`src/rtl/imm_gen_pipe.sv`:
```
// Registered RV immediate generator (I/U/S/B/J/Z) for the decode stage.
// Valid/ready on both sides; SKID selects a 2-entry skid buffer or a single register.
module imm_gen_pipe #(
    parameter int XLEN = 32,
    parameter bit SKID = 1'b1
) (
    input  logic            clk,
    input  logic            rst_n,
    input  logic            in_valid,
    output logic            in_ready,
    input  logic [31:0]     in_instr,
    input  logic [2:0]      in_immsrc,
    input  logic            flush,
    output logic            out_valid,
    input  logic            out_ready,
    output logic [XLEN-1:0] out_imm,
    output logic            out_illegal
);

    typedef struct packed {
        logic [XLEN-1:0] imm;
        logic            ill;
    } ent_t;

    function automatic ent_t decode(input logic [31:0] ins,
                                    input logic [2:0]  src);
        logic [31:0] v;
        ent_t        e;
        v     = '0;
        e.ill = 1'b0;
        case (src)
            3'b000: v = {{20{ins[31]}}, ins[31:20]};
            3'b001: v = {ins[31:12], 12'b0};
            3'b010: v = {{20{ins[31]}}, ins[31:25], ins[11:7]};
            3'b011: v = {{19{ins[31]}}, ins[31], ins[7],
                         ins[30:25], ins[11:8], 1'b0};
            3'b100: v = {{11{ins[31]}}, ins[31], ins[19:12],
                         ins[20], ins[30:21], 1'b0};
            3'b101: v = {27'b0, ins[19:15]};
            default: e.ill = 1'b1;
        endcase
        // Z and illegal leave v[31]=0, so widening is a plain sign copy.
        e.imm       = {XLEN{v[31]}};
        e.imm[31:0] = v;
        return e;
    endfunction

    ent_t out_q, out_d;
    logic out_v_q, out_v_d;
    ent_t dec;
    logic accept;
    logic out_fire;
    logic unused_opc;

    assign unused_opc = ^in_instr[6:0];
    assign dec        = decode(in_instr, in_immsrc);
    assign accept     = in_valid && in_ready && !flush;
    assign out_fire   = out_v_q && out_ready;

    assign out_valid   = out_v_q;
    assign out_imm     = out_q.imm;
    assign out_illegal = out_q.ill;

    if (SKID) begin : g_skid
        ent_t skid_q, skid_d;
        logic skid_v_q, skid_v_d;

        assign in_ready = !skid_v_q;

        always_comb begin
            out_v_d  = out_v_q;
            out_d    = out_q;
            skid_v_d = skid_v_q;
            skid_d   = skid_q;
            if (flush) begin
                out_v_d  = 1'b0;
                skid_v_d = 1'b0;
            end else if (!out_v_q || out_fire) begin
                if (skid_v_q) begin
                    out_v_d  = 1'b1;
                    out_d    = skid_q;
                    skid_v_d = 1'b0;
                end else begin
                    out_v_d = accept;
                    if (accept) out_d = dec;
                end
            end else if (accept) begin
                skid_v_d = 1'b1;
                skid_d   = dec;
            end
        end

        always_ff @(posedge clk or negedge rst_n) begin
            if (!rst_n) begin
                out_v_q  <= 1'b0;
                out_q    <= '0;
                skid_v_q <= 1'b0;
                skid_q   <= '0;
            end else begin
                out_v_q  <= out_v_d;
                out_q    <= out_d;
                skid_v_q <= skid_v_d;
                skid_q   <= skid_d;
            end
        end
    end else begin : g_noskid
        assign in_ready = !out_v_q || out_ready;

        always_comb begin
            out_v_d = out_v_q;
            out_d   = out_q;
            if (flush) begin
                out_v_d = 1'b0;
            end else if (accept) begin
                out_v_d = 1'b1;
                out_d   = dec;
            end else if (out_fire) begin
                out_v_d = 1'b0;
            end
        end

        always_ff @(posedge clk or negedge rst_n) begin
            if (!rst_n) begin
                out_v_q <= 1'b0;
                out_q   <= '0;
            end else begin
                out_v_q <= out_v_d;
                out_q   <= out_d;
            end
        end
    end

endmodule

```
`config.mk`:
```
export PLATFORM = sky130hd
export DESIGN_NAME = imm_gen_pipe
export DESIGN_NICKNAME = d
export VERILOG_FILES = /design/src/rtl/imm_gen_pipe.sv
export SDC_FILE = /design/constraint.sdc
export NUM_CORES = 1
export LEC_CHECK = 0
export ABC_CLOCK_PERIOD_IN_PS = 1600
export BUFFER_PORTS_ARGS = -buffer_cell sky130_fd_sc_hd__buf_2
export CAP_MARGIN = 20
export CORE_MARGIN = 2
export CORE_UTILIZATION = 40
export DETAILED_ROUTE_END_ITERATION = 8
export RECOVER_POWER = 50
export SYNTH_ARGS = -nofsm -noshare
export SYNTH_HDL_FRONTEND = slang
export SYNTH_SLANG_ARGS = --single-unit
```
`constraint.sdc`:
```
create_clock -name clk -period 1.6 [get_ports clk]
set_input_delay 0.32 -clock clk [delete_from_list [all_inputs] [get_ports clk]]
set_output_delay 0.32 -clock clk [all_outputs]
set_load 0.02 [all_outputs]
```
-- Word-level counts from Yosys, hierarchy flattened
Index checks and enable logic that the tools add are counted.
Widths: inputs -> output; s select.
- register bits: 68
- bits of input ports: 40
- output and inout bits: 35
- word-level logic and storage cells: 37
- eq/ne operators: 5
- muxes and demuxes: 10
- bitwise gates (word level): 2
- reduce and logical (&&, ||, !) cells: 14
- operators by type and width (cell ; count):
    $pmux 32 s6 ; 1
    $mux 33 ; 2
    $mux 1 ; 7
    $eq 3x2->1 const B ; 2
    $eq 3x3->1 const B ; 2
    $reduce_and 3->1 ; 2
    $reduce_or 6->1 ; 1
    $reduce_bool 2->1 ; 2
    $eq 3x1->1 const B ; 1
    $logic_and 1x1->1 ; 3
    $logic_not 1->1 ; 3
    $logic_not 3->1 ; 1
    $reduce_bool 3->1 ; 1
    $not 1->1 ; 2
    $logic_or 1x1->1 ; 1

-- Logic depth before layout (Yosys ltp)
Gate-level depths: netlist (run 1).
- depth after elaboration: 6
- gate-level depth with buffers: 6
- depth with buffers taken out: 3

-- Worst setup path after synthesis (run 1)
Ideal clock, no wire load.
- path kind: register to register
- start point: reg out_v_q, in the netlist out_valid
- end point: reg g_skid.skid_q[22] (netlist bit)
- library setup time: 0.128 ns
- data arrival time: 1.302 ns
- required time: 1.472 ns
- slack: 0.170 ns
- cell stages (with the launch flop): 6
- buffers on the path: 2
- period minus slack after synthesis: 1.430 ns
- cells stage by stage: dfrtp_1 > nor4b_4 > and2_1 > buf_2 > buf_2 > a21oi_1
- cells in the longest elaborated chain, start to end: 4
- elaborated cells between the ends (all ways): 5
- those cells by class: 1 x bitwise; 4 x reduce/logical
- RTL lines (what ; RTL line ; text):
    start, declared ; 49 ; logic out_v_q, out_v_d;
    start signal, assigned ; 100 ; out_v_q <= out_v_d;
    $logic_not 1->1 or $logic_and 1x1->1 (tied branches) ; 78, 58 ;
    $logic_or 1x1->1 * ; 78 ; end else if (!out_v_q || out_fire) begin
    $not 1->1 (no source line) * ; n/a ;
    $reduce_and 3->1 (no source line) * ; n/a ;
    end signal, assigned ; 103 ; skid_q <= skid_d;
    end, declared ; 65 ; ent_t skid_q, skid_d;
Every way passes the cells marked *; elsewhere a longest branch is shown, timed or not.
A chain may end at the register's enable or synchronous reset.

-- Final worst setup path (run 1)
- start point: reg g_skid.skid_v_q
- end point: out in_ready
- cells in the longest elaborated chain, start to end: 1
- RTL lines (what ; RTL line ; text):
    start, declared ; 66 ; logic skid_v_q, skid_v_d;
    start signal, assigned ; 102 ; skid_v_q <= skid_v_d;
    $logic_not 1->1 ; 68 ; assign in_ready = !skid_v_q;
    end, declared ; 10 ; output logic in_ready,
No other way between the ends.

==> impl_metrics.json, run 1 <==
{
  "synth_area_um2": 3750,
  "numPortBuffers": 67,
  "hpwl_um": 7328,
  "numCtsBuffers": 9,
  "arrival_ps": 1200,
  "p_switching_w": 0.001545,
  "ys_seq_elements": 68,
  "synthToLayoutAreaGrowth_pct": 20.15,
  "cp.required_ps": 1280,
  "async_flop_share_pct": 100.0,
  "ys_types": 38,
  "routed-via-count": 3387,
  "switching_share_pct": 32.12,
  "synthTopCellsByCount": "68 x dfrtp_1, 47 x a21oi_1, 42 x o21ai_0",
  "drc": 0,
  "crit_path_cell_trace": "buf_12 -> inv_2 -> buf_4",
  "holdCritStartpoint": "in_instr[30]",
  "min_to": "g_skid.skid_q[11]",
  "yosysTopAreaCell": "dfrtp_1",
  "cts_root_buffer": "clkbuf_8",
  "syn-mean-instance-area_um2": 9.665,
  "pwr_density_cell_nw_per_um2": 1068,
  "routedWlPerCell_um": 18.36,
  "worst-path-max-fanout": 9,
  "rsz0062_at_grt": "false",
  "ys_warn_count": 0,
  "synth-main-ff-cell": "dfrtp_1",
  "start_util_pct": 40.97,
  "gp_congestion": 0.8586,
  "diodes": 0,
  "min_period_ps": 1523,
  "status": "complete, no violations",
  "grt_use_met1_pct": 32.51,
  "grt_max_degree": 42,
  "synth_most_common_cell": "dfrtp_1",
  "tightest_slew_ps": 994.7,
  "r2r_slack_ps": 80,
  "htree_levels": 3,
  "hold_viol": 0,
  "synth_edf_count": 0,
  "synthCells": 388,
  "critPathCaptureType": "primary output",
  "ys_top_cells_by_area": "dfrtp_1 45%, a21oi_1 6.3%, o21ai_0 5.6%",
  "reg2reg_from": "g_skid.skid_v_q",
  "p_comb_share_pct": 23.6,
  "internal-power_w": 0.003265,
  "detail-route-antenna-nets": 0,
  "whs_ps": 258.1,
  "tns_ps": 0,
  "grt_busiest_layer": "met2",
  "slew_headroom_pct": 31.79,
  "grt.overflow.total": 0,
  "reg2reg_to": "g_skid.skid_q[0]",
  "cpMaxStageDelayCell": "dfrtp_2",
  "drt_iter0_drc": 193,
  "synth_top_area_share_pct": 45.38,
  "peakVddDrop_mv": 0.4830,
  "fp.dieH_um": 100.8,
  "rows": 35,
  "layout-drive-gt1-share_pct": 27.27,
  "leakagePower_nw": 1.903,
  "grt.met2_usage_pct": 34.56,
  "ys_seq_area_share_pct": 45.38,
  "core-area_um2": 9153,
  "track_usage_pct": 22.34,
  "max_freq_mhz": 656.5,
  "place_ws_ps": -135.2,
  "die_x_um": 100.8,
  "max-cap-violations": 0,
  "dieArea_um2": 10160,
  "path_clk_slew_ps": 80,
  "reg2regPathDepth": 4,
  "crit_type": "reg2out",
  "cts_buffer_depth": 2,
  "antenna_found_initial": 0,
  "whs_path_depth": 3,
  "worstHoldPathType": "in2reg",
  "finalNetCount": 498,
  "grt_pass1_vias": 3300,
  "slew_violations": 0,
  "grtUsageMet3_pct": 3.121,
  "worst_slack_ps": 76.72,
  "io_pins": 75,
  "finalCritPeriodShare_pct": 95.21,
  "p_seq_share_pct": 47.1,
  "routed_wl_um": 10520,
  "cts_tree": "yes",
  "vias_per_cell": 5.911,
  "clock_latency_ps": 340,
  "fin_skew_ps": 5.211,
  "slowest_delay_ps": 480,
  "clock-sinks": 68,
  "setup-violations-final": 0,
  "first_pass_iters": 4,
  "syn_nets": 428,
  "grt_pass1_wl_um": 17680,
  "cp-startpoint": "g_skid.skid_v_q",
  "power.share.clock_pct": 29.3,
  "cp-start-kind": "register"
}
[layer usage]
| metal | wire length [um] | up-vias |
|---|---|---|
| met1 | 4918 | 1662 |
| met3 | 492 | 8 |
| li1 | - | 1619 |
| met2 | 5012 | 98 |
| met4 | 99 | 0 |
| met5 | 0 | - |
[cells by family after synthesis]
group | after synthesis | synth area share (%)
DFF | 68 | 45.38
muxes | 4 | 1.101
buffers and inverters | 56 | 6.907
AOI/OAI and AO/OA | 141 | 21.52
and+or+nand+nor | 119 | 25.09
[power groups by stage]
stage | sequential [W] | combinational (W) | clock, W
finish | 0.00226 | 0.00114 | 0.00141
global route | 0.00232 | 0.00128 | 0.00150
CTS | 0.00226 | 0.00117 | 0.00143
detailed placement | 0.00230 | 0.00117 | 0
global placement | 0.00228 | 0.00114 | 0
floorplan | 0.00243 | 0.000565 | 0
[sequential cells by signal (all words and copies together) (netlist names)]
signal           cells
g_skid.skid_q       33
g_skid.skid_v_q      1
out_illegal          1
out_imm             32
out_valid            1
[how the worst max path moves through the flow]
stage                   endpoint  depth (start not counted)  slack (ps)
6_report                in_ready                          3          80
5_1_grt               out_imm[2]                          4          10
4_1_cts                 in_ready                          3          40
3_5_place_dp         out_imm[10]                          4        -140
3_3_place_gp          out_imm[5]                          4        -120
2_1_floorplan  g_skid.skid_q[22]                          5         170
[through the flow]
stage               total power, W  utilization [%]  std cells  area [um^2]
floorplan                 0.003000                -        388         3750
global placement          0.003423            47.22        555         4322
detailed placement        0.003461            47.22        555         4322
CTS                       0.004865            49.49        571         4529
global route              0.005096            49.23        573         4506
finish                    0.004810            49.23        573         4506
[placed cells by master (no fill, tap or decap), types with 6 or more instances in the layout]
master and instances:
o21ai_0 42, o21ai_1 6, a21oi_1 47, inv_1 8
nor4_1 12, nor3_1 12, clkbuf_1 17, buf_2 50
nand2_1 6, and2_1 7, dfrtp_1 67, nand4b_1 22
clkbuf_8 10, nand4_1 7, buf_4 31, and4bb_2 14
nor2b_1 8, nor4bb_1 14, a31oi_1 11, o211ai_1 21
[area by class of cell]
class / count / area [um^2]
Clock buffer: 10 / 137.6
Clock inverter: 5 / 52.55
Fill cell: 910 / 4647
Inverter: 9 / 33.78
Multi-Input combinational cell: 264 / 1794
Sequential cell: 68 / 1703
Tap cell: 111 / 138.9
Timing Repair Buffer: 106 / 645.6
[critical path, delay by kind of cell, from the launching register on]
kind / cells / cell delay [ps]
flip-flops: 1 / 480
buffers and inverters: 3 / 390
[what timing repair did]
action | in CTS | in global routing
setup endpoints to repair | 1 | 18
resized for setup | 4 | 4
hold buffers | 1 | 0
buffers inserted | 0 | 2
endpoints found under the hold margin | 28 | 0
No activity file was read; power rests on OpenSTA's default activity.
==> inputs of run 2 (changes only) <==
--- a/config.mk
+++ b/config.mk
@@ -12,6 +12,7 @@
 export CORE_UTILIZATION = 40
 export DETAILED_ROUTE_END_ITERATION = 8
 export RECOVER_POWER = 50
+export SETUP_SLACK_MARGIN = 0.3
 export SYNTH_ARGS = -nofsm -noshare
 export SYNTH_HDL_FRONTEND = slang
 export SYNTH_SLANG_ARGS = --single-unit
==> run 2 against run 1 <==
  * Via count rose by 5.7%
  * Non-clock buffer count rose by 13
  * Combinational power rose by 18%
  * First-iteration DRC count fell by 2.1%
  * Worst hold slack got worse by 4.4 ps
  * Routed wire length rose by 15%
  * Final cell count rose by 3.0%
  * Fmax rose by 1.0%
  * Clock skew rose by 7.7 ps
  * Die area did not move
  * Core utilization rose by 7.6 points
  * Largest cell class unchanged
  * Largest power group unchanged
==> impl_metrics.json, run 2 (synthesis gave the netlist of run 1 again) <==
{
  "status": "complete, no violations",
  "fillerInstances": 806,
  "clock-sinks": 68,
  "cts_root_buffer": "clkbuf_8",
  "min_period_ps": 1507,
  "htree_levels": 3,
  "leakagePower_nw": 2.154,
  "synthToLayoutAreaGrowth_pct": 38.81,
  "layout_common_cells": "66 x dfrtp_1, 49 x buf_2, 44 x a21oi_1",
  "arrival_ps": 1780,
  "start_util_pct": 40.97,
  "crit_type": "reg2reg",
  "finalNetCount": 514,
  "io_pins": 75,
  "slew_headroom_pct": 41.18,
  "crit_path_cell_trace": "buf_6 -> nor4b_4 -> and2_4 -> buf_12 -> mux2i_1",
  "dieArea_um2": 10160,
  "drt_iter0_drc": 189,
  "hpwl_um": 7195,
  "core-area_um2": 9153,
  "critPathCaptureType": "register",
  "peakVddDrop_mv": 0.6981,
  "numCtsBuffers": 9,
  "tightest_slew_ps": 882.3,
  "numPortBuffers": 67,
  "cts_buffer_depth": 2,
  "post_dp_cell_area_um2": 4497,
  "vias_per_cell": 6.068,
  "grt_max_degree": 44,
  "grt_pass1_vias": 3355,
  "grt_pass1_wl_um": 17570,
  "worstHoldPathType": "in2reg",
  "rsz0062_at_grt": "true",
  "slowest_delay_ps": 440,
  "detail-route-antenna-nets": 0,
  "diodes": 0,
  "fin_area_um2": 5205,
  "finalCritPeriodShare_pct": 94.22,
  "cpMaxStageDelayCell": "dfrtp_2",
  "fp.dieH_um": 100.8,
  "layout-drive-gt1-share_pct": 38.41,
  "worst-path-max-fanout": 10,
  "fin_skew_ps": 12.95,
  "grt.overflow.total": 0,
  "max-cap-violations": 0,
  "track_usage_pct": 22.15,
  "gp_congestion": 0.8132,
  "slew_violations": 0,
  "largest_register_ffs": 33,
  "routedWlPerCell_um": 20.44,
  "die_x_um": 100.8,
  "path_clk_slew_ps": 90,
  "tns_ps": 0,
  "layout_commonest_cell": "dfrtp_1",
  "final_cell_count_no_fill": 590,
  "first_pass_iters": 5,
  "post-place-cells": 551,
  "pwr_density_cell_nw_per_um2": 976.2,
  "drc": 0,
  "rows": 35,
  "hold_viol": 0,
  "cp.required_ps": 1870,
  "max_freq_mhz": 663.4,
  "cts_tree": "yes",
  "setup-violations-final": 0,
  "routed_wl_um": 12060,
  "cp-start-kind": "register",
  "antenna_found_initial": 0,
  "regMostFlops": "g_skid.skid_q",
  "routed-via-count": 3580,
  "clock_latency_ps": 340
}
## run 2: through the flow
| stage | setup WS [ps] | utilization [%] | power [W] | hold WS, ps |
|---|---|---|---|---|
| 6_report | 92.54 | 56.87 | 0.005081 | 253.7 |
| 5_1_grt | 42.40 | 56.87 | 0.005359 | 257.4 |
| 4_1_cts | 115.4 | 52.84 | 0.004981 | 241.4 |
| 3_5_place_dp | -13.84 | 49.13 | 0.003512 | 251.4 |
| 3_3_place_gp | 42.74 | 49.13 | 0.003467 | 245.3 |
| 2_1_floorplan | 251.6 | - | 0.003043 | 24.41 |
## run 2: routing by layer
layer  track usage (%)  wire length [um]  up-vias
met5                 0                 0        -
met4             8.641               354        0
met3             3.190               496       27
met2             35.90              5928      110
met1             29.97              5281     1780
li1                  -                 -     1663
## run 2: worst paths after layout
kind	from	endpoint	slack (ps)	depth (start not counted)
min in group asynchronous	rst_n	g_skid.skid_q[12]	610	2
hold reg to reg	out_imm[4]	out_imm[4]	510	2
setup reg to reg	g_skid.skid_v_q	g_skid.skid_q[0]	90	5
setup / recovery	g_skid.skid_v_q	g_skid.skid_q[0]	90	5
max in group asynchronous	rst_n	g_skid.skid_q[2]	180	3
hold / removal	in_instr[29]	g_skid.skid_q[10]	250	3
## run 2: area by class of cell
class | count | area [um^2] | area share [%]
clock inverters | 7 | 75.07 | 1.442
multi-input cells | 267 | 2091 | 40.17
flip-flops and latches | 68 | 1704 | 32.74
well taps | 111 | 138.9 | 2.668
clock buffers | 9 | 123.9 | 2.380
repair buffers | 119 | 1026 | 19.71
inverters | 9 | 46.29 | 0.8894
## run 2: critical path, delay by kind of cell, from the launching register on
| family | cells | cell delay [ps] |
|---|---|---|
| AND/OR/NAND/NOR | 2 | 530 |
| flip-flops | 1 | 440 |
| buffers and inverters | 2 | 300 |
| multiplexers | 1 | 170 |
## run 2: where the power goes
| part | total (W) | switching [W] | internal [W] |
|---|---|---|---|
| clock network | 0.00145 | 0.000726 | 0.000728 |
| registers | 0.00228 | 0.000197 | 0.00208 |
| logic | 0.00135 | 0.000783 | 0.000568 |
| total | 0.00508 | 0.00171 | 0.00338 |
## run 2: what timing repair did
action                                 in CTS  in global routing
setup buffers                               3                  8
hold buffers                                1                  0
endpoints found under the hold margin      11                  0
pin swaps                                   2                 29
setup endpoints to repair                  67                 67
gates cloned                                2                  9
resized for setup                          16                 48
